`config.mk`:
```
export PLATFORM = sky130hd
export DESIGN_NAME = hbridge_deadtime
export DESIGN_NICKNAME = d
export VERILOG_FILES = /design/src/rtl/hbridge_pkg.sv /design/src/rtl/hbridge_deadtime.sv
export SDC_FILE = /design/constraint.sdc
export NUM_CORES = 1
export LEC_CHECK = 0
export ABC_AREA = 1
export ABC_CLOCK_PERIOD_IN_PS = 1490
export CORE_UTILIZATION = 51
export CTS_BUF_LIST = sky130_fd_sc_hd__clkbuf_8
export CTS_CLUSTER_SIZE = 10
export DETAILED_ROUTE_END_ITERATION = 8
export PLACE_DENSITY = 0.8
export SYNTH_ARGS = -nofsm -noshare
export SYNTH_HDL_FRONTEND = slang
export SYNTH_SLANG_ARGS = --single-unit
```
`constraint.sdc`:
```
create_clock -name pclk -period 1.49 [get_ports pclk]
set_input_delay 0.447 -clock pclk [delete_from_list [all_inputs] [get_ports pclk]]
set_output_delay 0.447 -clock pclk [all_outputs]
set_load 0.1 [all_outputs]
```
`src/rtl/hbridge_pkg.sv`:
```
// ============================================================================
// Module  : hbridge_pkg
// Brief   : Shared types and helpers for the H-bridge dead-time safety stage.
// Revision: 1.0
// ============================================================================
`default_nettype none

package hbridge_pkg;

    typedef enum logic [0:0] {
        RUN  = 1'b0,
        DEAD = 1'b1
    } state_e;

    localparam logic [1:0] COAST = 2'b00;
    localparam logic [1:0] FWD   = 2'b01;
    localparam logic [1:0] REV   = 2'b10;
    localparam logic [1:0] SHOOT = 2'b11;

    // Both switches of one leg pair on at once shorts the supply; force coast.
    function automatic logic [1:0] sanitize_pair(input logic [1:0] pair);
        return (pair == SHOOT) ? COAST : pair;
    endfunction

endpackage

`default_nettype wire

```
`src/rtl/hbridge_deadtime.sv`:
```
// ============================================================================
// Module  : hbridge_deadtime
// Brief   : Shoot-through filter and all-off dead-time enforcer for H-bridge
//           leg drives. Optional PWM gating via HBRIDGE_PWM_GATE_EN.
// Revision: 1.0
// ============================================================================
`default_nettype none

module hbridge_deadtime
    import hbridge_pkg::*;
#(
    parameter int DEAD_CYCLES = 5000,
    parameter int CNT_W       = $clog2(DEAD_CYCLES + 1)
) (
    input  logic       pclk,
    input  logic       reset,
    input  logic [3:0] req_in,
    input  logic       pwm_in,
    input  logic       fault_clr,
    output logic [3:0] h_out,
    output logic       busy,
    output logic       fault
);

    localparam logic [CNT_W-1:0] c_DEAD_LOAD = CNT_W'(DEAD_CYCLES - 1);

    state_e           state_q, state_d;
    logic [CNT_W-1:0] cnt_q, cnt_d;
    logic [3:0]       applied_q, applied_d;
    logic             busy_q;
    logic             fault_q, fault_d;
    logic [3:0]       w_san_req;
    logic             w_illegal;

    always_comb begin
        w_san_req = {sanitize_pair(req_in[3:2]), sanitize_pair(req_in[1:0])};
        w_illegal = (req_in[1:0] == SHOOT) || (req_in[3:2] == SHOOT);
        state_d   = state_q;
        cnt_d     = cnt_q;
        applied_d = applied_q;
        fault_d   = w_illegal | (fault_q & ~fault_clr);

        unique case (state_q)
            RUN: begin
                if (w_san_req != applied_q) begin
                    // Settled all-off may energise at once; anything else
                    // must pass through a full all-off interval first.
                    if (applied_q == 4'b0000) begin
                        applied_d = w_san_req;
                    end else begin
                        applied_d = 4'b0000;
                        cnt_d     = c_DEAD_LOAD;
                        state_d   = DEAD;
                    end
                end
            end
            DEAD: begin
                applied_d = 4'b0000;
                if (cnt_q != '0) begin
                    cnt_d = cnt_q - CNT_W'(1);
                end else begin
                    applied_d = w_san_req;
                    state_d   = RUN;
                end
            end
            default: begin
                applied_d = 4'b0000;
                cnt_d     = c_DEAD_LOAD;
                state_d   = DEAD;
            end
        endcase
    end

    always_ff @(posedge pclk) begin
        if (reset) begin
            state_q   <= DEAD;
            cnt_q     <= c_DEAD_LOAD;
            applied_q <= 4'b0000;
            busy_q    <= 1'b1;
            fault_q   <= 1'b0;
        end else begin
            state_q   <= state_d;
            cnt_q     <= cnt_d;
            applied_q <= applied_d;
            busy_q    <= (state_d == DEAD);
            fault_q   <= fault_d;
        end
    end

`ifdef HBRIDGE_PWM_GATE_EN
    logic pwm_q;

    always_ff @(posedge pclk) begin
        if (reset) begin
            pwm_q <= 1'b0;
        end else begin
            pwm_q <= pwm_in;
        end
    end

    assign h_out = applied_q & {4{pwm_q}};
`else
    logic w_unused_pwm;

    assign w_unused_pwm = pwm_in;
    assign h_out        = applied_q;
`endif

    assign busy  = busy_q;
    assign fault = fault_q;

endmodule

`default_nettype wire

```
# Word-level counts from Yosys, hierarchy flattened
# Index checks and enable logic that the tools add are counted.
word_totals:
  register_bits: 19
  word_cells: 33
  inputBits: 8
  out_inout_bits: 6
op_classes:
  n_mux: 14
  add_sub_neg: 1
  eq_ne: 6
  n_bitwise: 4
  n_reduce_logical: 4
ops:
  columns: ["op", "n"]
  rows:
  - ["2-to-1 mux 13 bit", 3]
  - ["case mux 13 bit (2 select lines)", 1]
  - ["nonzero test 13 bit", 1]
  - ["subtractor 13 x 1 -> 13 bit (second input constant)", 1]
  - ["2-to-1 mux 4 bit", 3]
  - ["case mux 4 bit (2 select lines)", 1]
  - ["== test 2 bit (second input constant)", 2]
  - ["zero test 4 bit", 1]
  - ["2-to-1 mux 2 bit", 2]
  - ["!= test 2 bit (second input constant)", 2]
  - ["!= test 4 bit", 1]
  - ["2-to-1 mux 1 bit", 3]
  - ["AND reduction 3 bit", 1]
  - ["!= test 2 x 1 -> 1 bit (second input constant)", 1]
  - ["NOT 1 bit", 2]
  - ["case mux 1 bit (2 select lines)", 1]
  - ["bitwise AND 1 bit", 1]
  - ["logical OR 1 bit", 1]
  - ["bitwise OR 1 bit", 1]

# Longest topological paths before layout
# Gate-level depths: netlist of run 1.
logic_depth:
  word_depth: 5
  mapped_depth: 10
  depth_no_buf: 10

# Least setup slack after synthesis of run 1
# OpenSTA, ideal clock, no wires.
synth_path:
  path_kind: "reg2reg"
  from: "register busy (netlist name)"
  to: "register cnt_q[4]"
  n_path_buf: 2
  stages_incl_launch_ff: 9
  setup_slack_ps: -571
  setup_time_ps: 68
  synth_period_minus_slack_ps: 2061
  arrival_ps: 1994
  required_ps: 1422
  cell_sequence: "dfxtp_1 > clkbuf_2 > nand3_1 > nor2_1 > a21oi_4 > o21ai_4 > buf_6 > nand2_1 > a21oi_2"
synth_rtl:
  columns: ["item", "line_no", "rtl"]
  rows:
  - ["to (signal assigned)", "hbridge_deadtime.sv:77", "cnt_q <= c_DEAD_LOAD;"]
  - ["to (signal assigned)", "hbridge_deadtime.sv:83", "cnt_q <= cnt_d;"]
  - ["to (decl)", "hbridge_deadtime.sv:28", "logic [CNT_W-1:0] cnt_q, cnt_d;"]

# Final worst setup path of run 1
layout_path:
  from: "register cnt_q[1]"
  to: "register cnt_q[2]"
layout_via:
  elab_chain_len: 3
  word_cells_on_any_way: 6
  classes_between: "1 x add/sub; 1 x eq/ne; 2 x mux; 2 x reduce/logical"
layout_rtl:
  columns: ["item", "line_no"]
  rows:
  - ["subtractor 13 x 1 -> 13 bit or nonzero test 13 bit (tied branches)", "hbridge_deadtime.sv:60, hbridge_deadtime.sv:59"]
  - ["2-to-1 mux 13 bit or != test 2 x 1 -> 1 bit (tied branches)", null]
  - ["case mux 13 bit (2 select lines) or AND reduction 3 bit (tied branches)", null]
# Parallel ways exist; a longest one is shown, timed or not. The select of a mux whose other input is x is not followed.
# A chain may end at the register's enable or synchronous reset.

==> results.txt, run 1 <==
- I/O Pins: 14
- The worst setup path is of the flip-flop to flip-flop kind.
* FF+latch count, synth: 19
- Summed over all cells, the static leakage comes to 0.809 nW.
- Total die area: 2560 um^2
- I/O Buffers: 12
- Share of flip-flops with an asynchronous set or reset after synthesis: 0%
- Data arrives at the worst endpoint at between 1500 and 2000 ps.
* Period utilization: roughly 99%
- Cells with a size suffix above 1 make up about two fifths of the layout.
- In this run the number of H-tree levels came out at 1.
- Critical Path, Cell by Cell: inv_4, ha_4, nand3_4, nor2_4, buf_6, a21oi_4, o21ai_4, buf_6, nand2_2, nand3_2
* Core Area: 2210 um^2
- Count of flip-flops with a built-in enable after synthesis: 0
* Via-per-instance ratio: 5.35
* Maximum resistive drop on vdd: just under 0.5 mV
- In the global route stage, overall resource usage came out at between 20% and 30%.
- The layout has between 100 and 150 filler cells.
- STA classifies the critical path endpoint as a flip-flop.
* Highest fanout seen on the critical path: 6
* Slew @ Worst Pin: about 360 ps
* Cell with the biggest individual delay on the critical path: dfxtp_4
- In this run the deepest clock path goes through 2 buffers.
- For this run the aggregate overflow at the end of global routing stands at 0.
* Bufs and invs on worst path: 3
- For this block, the routed nets add up to ~3500 um of wire.
- In the routed design, unresolved DRC markers number 0.
* Endpoints failing hold: 0
* Final Wtd Congestion: just under 0.9
- After synthesis, flip-flops and latches occupy between 30% and 40% of the total area.
- Max-cap viol count: 0
- The finished cells cover 1800 um^2.
- Counting distinct cell types in the post-synthesis netlist gives 23.
- TritonCTS built the clock tree.
- Post-DR wirelength/cell: roughly 13 um
- STA puts the critical path data required time at 1650 ps.
- Critical path startpoint category: flip-flop
- In this design, the largest share of critical-path delay is due to flip-flops.
* Post-synthesis instance total: just under 200
- Cell taking the most area after synthesis: dfxtp_1
- nand2_1 is the most common cell in the netlist.
* Least setup slack across all paths after layout: 10.3 ps
* Tmin final: 1480 ps
* Via count: 1403
- The detail route stage leaves a number of antenna-violating nets equal to 0.
* Fmax achieved: roughly 0.68 GHz
- The largest single stage delay on the critical path is 380 ps.
- Worst setup timing slack at the placement stage: -586 ps
- After floorplanning, the core was divided into 17 placement rows.
- Cell seen most often among critical-path stages: buf_6
* Commonest cells in the synthesized netlist: 63 x nand2_1, 31 x nor2_1, 23 x nand3_1
* Hold Worst Slack: slightly below 500 ps
- The path class of the tightest hold or removal check is flip-flop to flip-flop.
- Number of DRC violations after detailed-routing iteration 0: 69
- Setup repair after global routing could not meet its margin everywhere.
* Maximum number of pins on one net before global-route repair: 12
- Setup violations remaining at the end of the flow were counted as 0.
- The first detailed-routing pass took 4 iterations.
- The run finished with clean final reports.
* Total number of clock tree sinks: 19
- Main area contributors after synthesis: dfxtp_1 32%, nand2_1 20%, nor2_1 9.7%
- Compared with the post-synthesis result, the final layout area differs by 49.3%.
- Summed over all failing endpoints, the final setup total negative slack is 0 ps.
- First-pass GRT wire length: ~5700 um
- Antenna cell count: 0
* Net count of the finished layout: 245
* Per-instance average area after synthesis: roughly 6 um^2
- The top cell type by area accounts for a little under a third of the synthesized area.
- Critical path depth: 10
- Worst skew pair latency: approximately 270 ps
- The mapped netlist covers around 1200 um^2.
- The sequential cells in the finished layout cover a total of 407 um^2.
* Footprint of the multi-input gates: 846 um^2
* Initial antenna violation count: 0
* Most used DFF post-synth: dfxtp_1
- Along the worst hold path, the cell count comes to 2.
- Final max-slew violation count: 0
- After detailed placement, the total cell area comes to 1580 um^2.
- Starting density of the core: 54.4%
- TritonCTS Buffers: 3
* Via count of the first global-routing pass: 1334
- Cell depth of the worst flop-to-flop path: 10
- Cells fill about four fifths of the core in the end.
* Hpwl dp: 2380 um
* Relative max-transition margin: approximately three quarters
* Width of the die: 50.6 um
* Cell at the root of the clock tree: clkbuf_8
- Count of yosys warnings during synthesis: 0
- Across the routed clock network, the largest skew measured is 8.35 ps.
- Clock slew seen by the registers of the worst setup and hold paths: roughly 80 ps
- Chip Height: approximately 50 um
- Ratio of total power to cell area: 606 nW/um^2
* Synthesized Nets: approximately 210
## state kept, by name, summed over array words and instances, names as in the netlist
signal	flops
fault	1
h_out	4
busy	1
cnt_q	13
## report_power, final
part / switching (W) / leakage [nW] / total (W) / internal (W)
Clock: 0.000197 / 0.0255 / 0.000384 / 0.000187
Combinational: 0.0000984 / 0.625 / 0.000181 / 0.0000825
Sequential: 0.0000146 / 0.158 / 0.000524 / 0.000510
## cell usage in the layout (no fill, tap or decap), drive strengths merged, types with 3 or more instances in the layout
master	instances
nor3	3
nand2	65
o21ai	7
dfxtp	19
inv	22
a21oi	11
nor2	34
clkbuf	6
buf	32
nand3	23
## logic make-up after synthesis
family	Yosys count	share of synthesized area, %
AOI/OAI and AO/OA	19	11.1
xor gates and xnor gates	2	1.46
adders and majority gates	2	2.08
buffers and inverters	26	8.84
DFF	19	31.6
and+or+nand+nor	128	44.9
## through the flow
stage	instances	power, W
floorplan	196	0.000602
global placement	254	0.000666
detailed placement	254	0.000673
CTS	259	0.00104
global route	262	0.00113
finish	262	0.00109
## worst min-delay path, cell delays in order (launching register included)
cell	delay (ps)
dfxtp_1	340
nand2_1	60
nand3_1	70
## routing by layer
metal	GRT usage, %	up-vias	routed length (um)
met3	6.67	8	159
li1	-	701	-
met5	0	-	0
met1	35.5	660	1550
met4	12.5	0	56
met2	50.2	34	1760
## layout make-up
class / instances / share of cell area (%)
Multi-Input combinational cell: 151 / 47.1
Sequential cell: 19 / 22.6
Timing Repair Buffer: 38 / 20.9
Inverter: 22 / 4.87
Clock buffer: 3 / 2.30
Tap cell: 28 / 1.95
Clock inverter: 1 / 0.279
## what timing repair did
item / CTS / global route
pin swaps: 4 / 10
hold buffers: 0 / 0
setup endpoints to repair: 18 / 15
buffers inserted: 1 / 3
resized for setup: 21 / 43
## final timing paths
| kind | from | end | slack [ps] |
|---|---|---|---|
| hold / removal | cnt_q[12]$_SDFFE_PP1P_ | cnt_q[12]$_SDFFE_PP1P_ | 490 |
| hold reg to reg | cnt_q[12]$_SDFFE_PP1P_ | cnt_q[12]$_SDFFE_PP1P_ | 490 |
| setup reg to reg | cnt_q[1]$_SDFFE_PP1P_ | cnt_q[2]$_SDFFE_PP1P_ | 10 |
| setup / recovery | cnt_q[1]$_SDFFE_PP1P_ | cnt_q[2]$_SDFFE_PP1P_ | 10 |
(Power assumes the default switching activity.)
==> inputs of run 2 (changes only) <==
--- a/config.mk
+++ b/config.mk
@@ -8,10 +8,11 @@
 export ABC_AREA = 1
 export ABC_CLOCK_PERIOD_IN_PS = 1490
 export CORE_UTILIZATION = 51
-export CTS_BUF_LIST = sky130_fd_sc_hd__clkbuf_8
+export CTS_BUF_LIST = sky130_fd_sc_hd__clkbuf_4 sky130_fd_sc_hd__clkbuf_8 sky130_fd_sc_hd__clkbuf_16
 export CTS_CLUSTER_SIZE = 10
 export DETAILED_ROUTE_END_ITERATION = 8
-export PLACE_DENSITY = 0.8
+export DONT_BUFFER_PORTS = 1
+export PLACE_DENSITY = 0.66
 export SYNTH_ARGS = -nofsm -noshare
 export SYNTH_HDL_FRONTEND = slang
 export SYNTH_SLANG_ARGS = --single-unit
==> run 2 against run 1 <==
Net effect:
- sequential power barely moved
- non-clock buffer count is 19 lower
- setup slack better by 35 ps
- via count decreased by 8.2%
- core utilization down 14 points
- combinational power down 42%
- worst hold slack got worse by 320 ps
- critical endpoint is now busy
- register-to-register slack improved by 60 ps
- highest routed layer unchanged
- power shrank 16%
- clock skew shrank 6.3 ps
- clock power fell by 26%
- die area did not move
==> results.txt, run 2 (synthesis gave the netlist of run 1 again) <==
- The worst path uses 96.9% of the clock period.
* Bufs and invs on worst path: 1
- Global-route total usage across every layer: between 20% and 30%
* Footprint of the multi-input gates: 785 um^2
- Worst min path class: primary input to flip-flop
- Commonest cells after routing, fill and taps aside: 61 x nand2_1, 25 x nor2_1, 22 x nand3_1
- IR analysis of the VDD net gives a maximum drop of approximately 0.68 mV.
- The count of nets left with antenna violations once routing finished came out at 0.
- Setup violations, final: 0
- CTS built an H-tree with a depth of 1.
- Net switching is 28.5% of the power.
* Flop pwr share: 57.3%
- Final max-slew violation count: 0
* Type of the worst setup path: flip-flop to output port
* Layout fillers: slightly above 200
- In this run the power spent charging and discharging nets is between 0.0002 and 0.0003 W.
- Across the routed clock network, the largest skew measured is around 2.1 ps.
- The library cell used most frequently in the layout, excluding fill and tap cells, is nand2_1.
* Launch point of the worst hold path: reset
- Power share of the combinational group: between 10% and 20%
- In this run the critical register-to-register path is captured at cnt_q[0]$_SDFFE_PP1P_.
* Endpoints failing hold: 0
- In this run the vertical extent of the chip is 50.6 um.
- Storage cell area: ~400 um^2
- Total Routed Length: around 3000 um
* Ratio of total power to cell area: 611 nW/um^2
- Cell-internal power: between 0.0006 and 0.0007 W
* Flip-flop count of the largest register, all copies and words added: 13
- Measured against its own limit, the worst slew margin works out to between 70% and 80%.
- Utilization after layout: between 60% and 70%
* Initial antenna violation count: 0
- Pleak: 0.680 nW
- The number of hold buffers added after CTS was 0.
* First-pass GRT wire length: around 4900 um
- The number of clock buffers added by TritonCTS is 3.
* Number of DRC violations after detailed-routing iteration 0: 45
- Among all stages on the critical path, the largest delay is contributed by dfxtp_4.
- Measured along the x axis, the die boundary spans just over 50 um.
* Cell at the root of the clock tree: clkbuf_4
- Counting every sink on the clock net gives 19.
- Relative to the synthesized area, the layout overhead comes to 23.9%.
- Kind of cell adding the most delay to the critical path: flip-flops
* Endpoint of the worst hold path: cnt_q[4]$_SDFFE_PP0P_
- 14 I/O pins were placed.
- I/O Buffers: 0
- Walking the worst path, the cells encountered are buf_6.
- Dividing the detail-routed wire length by the instance count gives between 10 and 15 um.
* Via count: roughly 1300
- Net count of the finished layout: ~230
- Maximum clock insertion buffer count: 2
* Via-per-instance ratio: between 5 and 6
- After legalization and detailed placement, the total HPWL measured between 2000 and 2500 um.
- For flop-to-flop paths, the worst setup slack is roughly 70 ps.
- After clock tree synthesis, the clock-pin slew on the worst setup and hold paths is between 100 and 150 ps.
- Std-Cell Rows: 17
* Worst skew pair latency: around 310 ps
- The startpoint identified for the worst register-to-register timing path is cnt_q[1]$_SDFFE_PP1P_.
- Maximum number of pins on one net before global-route repair: 13
- Clock tree from TritonCTS: done
- STA classifies the critical path endpoint as an output port.
* Hold Worst Slack: around 170 ps
- Fmax achieved: 0.692 GHz
- Measured in cells, the most critical reg-to-reg path has a length of 9.
- Data arrival at the endpoint of the critical path: 1000 ps
- STA classifies the critical path startpoint as a flip-flop.
- Max-cap viol count: 0
- Total die area: between 2000 and 3000 um^2
- Highest fanout seen on the critical path: 9
- Top reg by flops: cnt_q
- Starting density of the core: a little over half
- Via count of the first global-routing pass: about 1100
- Share of power burned in the clock network: between 30% and 40%
* Delay of the slowest cell on the worst path: roughly 440 ps
* Outcome: finished clean
* # DRC: 0
- DRT Pass-1 Iters: 4
- Antenna cell count: 0
- Of the cells placed in the final design, the portion with a size suffix greater than 1 is ~29%.
- Core Area: ~2200 um^2
- Crit path required time: ~1000 ps
- After global routing the overflow that remains totals 0.
- Counting instances, the worst hold path has a depth of 1.
- Final Wtd Congestion: 0.890
- Tmin final: ~1400 ps
- For the pin with the worst max-slew slack, the measured transition is 433 ps.
[run 2: layout make-up]
cell class	instances	share of cell area, %
timing repair buffer	19	10.3
multi-input combinational	152	52.6
clock inverter	1	0.503
clock buffer	3	1.51
sequential	19	27.0
inverter	22	5.70
tap	28	2.35
[run 2: power by group through the flow]
stage	clock [W]	combinational, W	sequential [W]
6_report	0.000284	0.000105	0.000522
5_1_grt	0.000306	0.000118	0.000522
4_1_cts	0.000286	0.0000969	0.000519
3_5_place_dp	0	0.0000933	0.000529
3_3_place_gp	0	0.0000910	0.000528
2_1_floorplan	0	0.0000596	0.000542
[run 2: routing by layer]
metal | vias up | global-route usage (%) | part of all wire, %
li1 | 661 | - | -
met1 | 581 | 34.3 | 46
met2 | 41 | 40.4 | 47
met3 | 5 | 3.64 | 5.8
met4 | 0 | 9.72 | 1.4
met5 | - | 0 | 0
[run 2: worst max-delay path by stage]
stage	startpoint	cells after the start	slack, ps	endpoint
2_1_floorplan	busy$_SDFF_PP1_	8	4	cnt_q[4]$_SDFFE_PP0P_
3_3_place_gp	req_in[0]	9	2	cnt_q[0]$_SDFFE_PP1P_
3_5_place_dp	req_in[0]	9	-30	cnt_q[0]$_SDFFE_PP1P_
4_1_cts	cnt_q[1]$_SDFFE_PP1P_	9	0.5	cnt_q[10]$_SDFFE_PP0P_
5_1_grt	cnt_q[0]$_SDFFE_PP1P_	7	-10	cnt_q[8]$_SDFFE_PP1P_
6_report	busy$_SDFF_PP1_	1	50	busy
[run 2: worst register-to-register path, delay by kind of cell, from the launching register on]
family | cells | cell delay, ps
adder cells (fa/ha/maj) | 1 | 170
AO/OA/AOI/OAI | 2 | 280
flip-flops | 1 | 390
AND/OR/NAND/NOR | 4 | 260
buffers and inverters | 2 | 210
[run 2: what timing repair did]
action                                  4_1_cts  5_1_grt
buffers inserted                              1        0
cloned                                        0        2
endpoints found under the setup margin        9       17
pin swaps                                     1        7
gates resized for setup                       6       26
[run 2: metrics by stage]
stage / instances / area, um^2 / setup TNS, ps / setup slack [ps] / power, W
after floorplan: 196 / 1230 / 0 / 4.44 / 0.000602
final: 244 / 1490 / 0 / 45.6 / 0.000911
after global routing: 244 / 1490 / -20.6 / -12.8 / 0.000947
after detailed placement: 238 / 1370 / -153 / -33.0 / 0.000622
after global placement: 238 / 1370 / 0 / 1.72 / 0.000619
after CTS: 242 / 1410 / 0 / 0.452 / 0.000901
==> inputs of run 3 (changes only) <==
--- a/config.mk
+++ b/config.mk
@@ -7,12 +7,11 @@
 export LEC_CHECK = 0
 export ABC_AREA = 1
 export ABC_CLOCK_PERIOD_IN_PS = 1490
-export CORE_UTILIZATION = 51
+export CORE_UTILIZATION = 36
 export CTS_BUF_LIST = sky130_fd_sc_hd__clkbuf_4 sky130_fd_sc_hd__clkbuf_8 sky130_fd_sc_hd__clkbuf_16
 export CTS_CLUSTER_SIZE = 10
 export DETAILED_ROUTE_END_ITERATION = 8
 export DONT_BUFFER_PORTS = 1
-export PLACE_DENSITY = 0.66
 export SYNTH_ARGS = -nofsm -noshare
 export SYNTH_HDL_FRONTEND = slang
 export SYNTH_SLANG_ARGS = --single-unit
==> run 3 against run 2 <==
Net effect:
- combinational power rose by 13%
- core utilization fell by 17 points
- non-clock buffer count up 9
- sequential power barely moved
- clock power about the same
- maximum frequency rose by 1.9%
==> results.txt, run 3 (synthesis gave the netlist of run 1 again) <==
- Worst min path class: primary input to flip-flop
* Most common cell after layout, fill and taps aside: nand2_1
- The library cells used most frequently in the layout, excluding fill and tap cells, are 61 x nand2_1, 28 x nor2_1, 25 x buf_4.
* TritonCTS Buffers: 3
- Global routing used a little under a fifth of the available tracks.
- I/O Buffers: 0
- Measured along the y axis, the die boundary spans between 50 and 60 um.
- Total die area: roughly 3600 um^2
- Width of the die: 59.8 um
- After the flow finishes, the layout carries non-filler instances totaling approximately 270.
* Delay of the slowest cell on the worst path: ~380 ps
* # DRC: 0
- Of all nets on the critical path, the largest fanout is 5.
* Hpwl dp: 2180 um
* Tmin final: ~1400 ps
- Relative max-transition margin: approximately 74%
- STA puts the critical path data required time at 1040 ps.
- Setup violations remaining at the end of the flow were counted as 0.
* Remaining number of nets flagged by the antenna check after routing: 0
* Maximum resistive drop on vdd: between 0.3 and 0.4 mV
- Clock-pin slew was measured on the worst setup and hold paths at between 100 and 150 ps.
- Summing all non-filler instances in the final layout gives an area of roughly 1600 um^2.
- Global-route congestion overflow total: 0
- Share of post-route cells with drive strength above 1: between 20% and 30%
* Post-cts hold buffer count: 0
- In this run the standard cell core region covers slightly above 3000 um^2.
- Antenna cell count: 0
* Period utilization: 95.1%
* I/O Pins: 14
- Setup repair after global routing left no endpoint under its margin.
- The number of global-route vias before repair was ~1200.
* Cell at the root of the clock tree: clkbuf_4
- Slew @ Worst Pin: 393 ps
- The final number of hold-violating endpoints was 0.
* Final Wtd Congestion: between 0.8 and 0.9
- Dividing the detail-routed wire length by the instance count gives 10.4 um.
* Std-Cell Rows: 20
- The pre-antenna-repair detailed-routing pass consisted of 4 iterations.
* Critical path startpoint category: flip-flop
- TritonCTS built the clock tree.
- The worst setup path is captured at an output port.
* Maximum number of pins on one net before global-route repair: 12
- Starting density of the core: 38.8%
- Top reg by flops: cnt_q
* Pleak: 0.721 nW
* Least setup slack across all paths after layout: roughly 73 ps
- Final hold analysis gives a worst-case slack of approximately 190 ps.
- Clock Skew: between 1 and 1.5 ps
- The first global-routing pass estimated 4890 um of wire.
- Utilization after layout: between 50% and 60%
- In the routed layout, each cell is associated on average with a via count of between 4 and 5.
* Critical Path, Cell by Cell: buf_4
* Outcome: finished clean
- Fmax achieved: about 0.71 GHz
* Type of the worst setup path: flip-flop to output port
* Placed instance area: approximately 1500 um^2
* Final max-slew violation count: 0
- Worst setup timing slack at the placement stage: -12.4 ps
- Dividing total power by cell area gives a power density of 595 nW/um^2.
- Placed instance count: 263
* Bufs and invs on worst path: 1
- For this run, the post-layout net count is 235.
* Number of DRC violations after detailed-routing iteration 0: 48
* Number of levels in the clock H-tree: 1
* P&R area growth vs syn: 28.9%
- Via count: 1262
- The tool flagged a number of max-cap violations equal to 0.
- The clock passes through at most 2 buffers.
- Clock latency on the worst-skew pair, taken at its later pin, is 300 ps.
- Data arrives at the worst endpoint at ~970 ps.
- Total number of clock tree sinks: 19
- Grouping stages by cell kind, the critical path spends the most delay in flip-flops.
- For this design, the slowest cell found on the critical path is dfxtp_4.
* Flip-flop count of the largest register, all copies and words added: 13
- Summed over all layers, the routed wires come to 2800 um.
- Initial antenna violation count: 0
[run 3: changes by cell type in the layout (fill, tap and decap cells not counted), moves of 2 or more]
cell     change
o21ai_1      +2
nor2_2       -2
buf_4        +9
nor2_1       +3
nor2_4       -2
[run 3: report_power, final]
part,internal (W),switching (W)
sequential,0.000510,0.00000893
combinational,0.0000500,0.0000687
clock,0.000122,0.000162
total,0.000682,0.000240
[run 3: worst paths after layout]
kind	start	end	slack (ps)	cells after the start
setup / recovery	h_out[1]$_SDFFE_PP0P_	h_out[1]	70	1
setup reg to reg	cnt_q[0]$_SDFFE_PP1P_	cnt_q[11]$_SDFFE_PP0P_	90	9
hold reg to reg	fault$_SDFF_PP0_	fault$_SDFF_PP0_	470	2
hold / removal	reset	cnt_q[5]$_SDFFE_PP0P_	190	1
[run 3: area by class of cell]
type	instances	area, um^2
Sequential cell	19	402
Multi-Input combinational cell	151	761
Tap cell	44	55.1
Fill cell	329	1550
Timing Repair Buffer	28	221
Clock buffer	4	30.0
Inverter	22	82.6
[run 3: what timing repair did]
item | 4_1_cts | 5_1_grt
buffers inserted | 0 | 2
endpoints found under the setup margin | 0 | 18
gates resized for setup | 0 | 24
[run 3: through the flow]
stage	TNS (ps)	total power [W]
floorplan	0	0.000602
global placement	0	0.000629
detailed placement	-23.2	0.000630
CTS	0	0.000920
global route	0	0.000981
finish	0	0.000923
[run 3: layer usage]
layer	part of all wire [%]	global-route usage (%)	vias to the layer above	routed length (um)
met4	1.3	6.64	0	35
met5	0	0	-	0
met2	43	30.0	16	1200
met3	2.1	2.38	5	59
li1	-	-	678	-
met1	54	23.9	563	1500
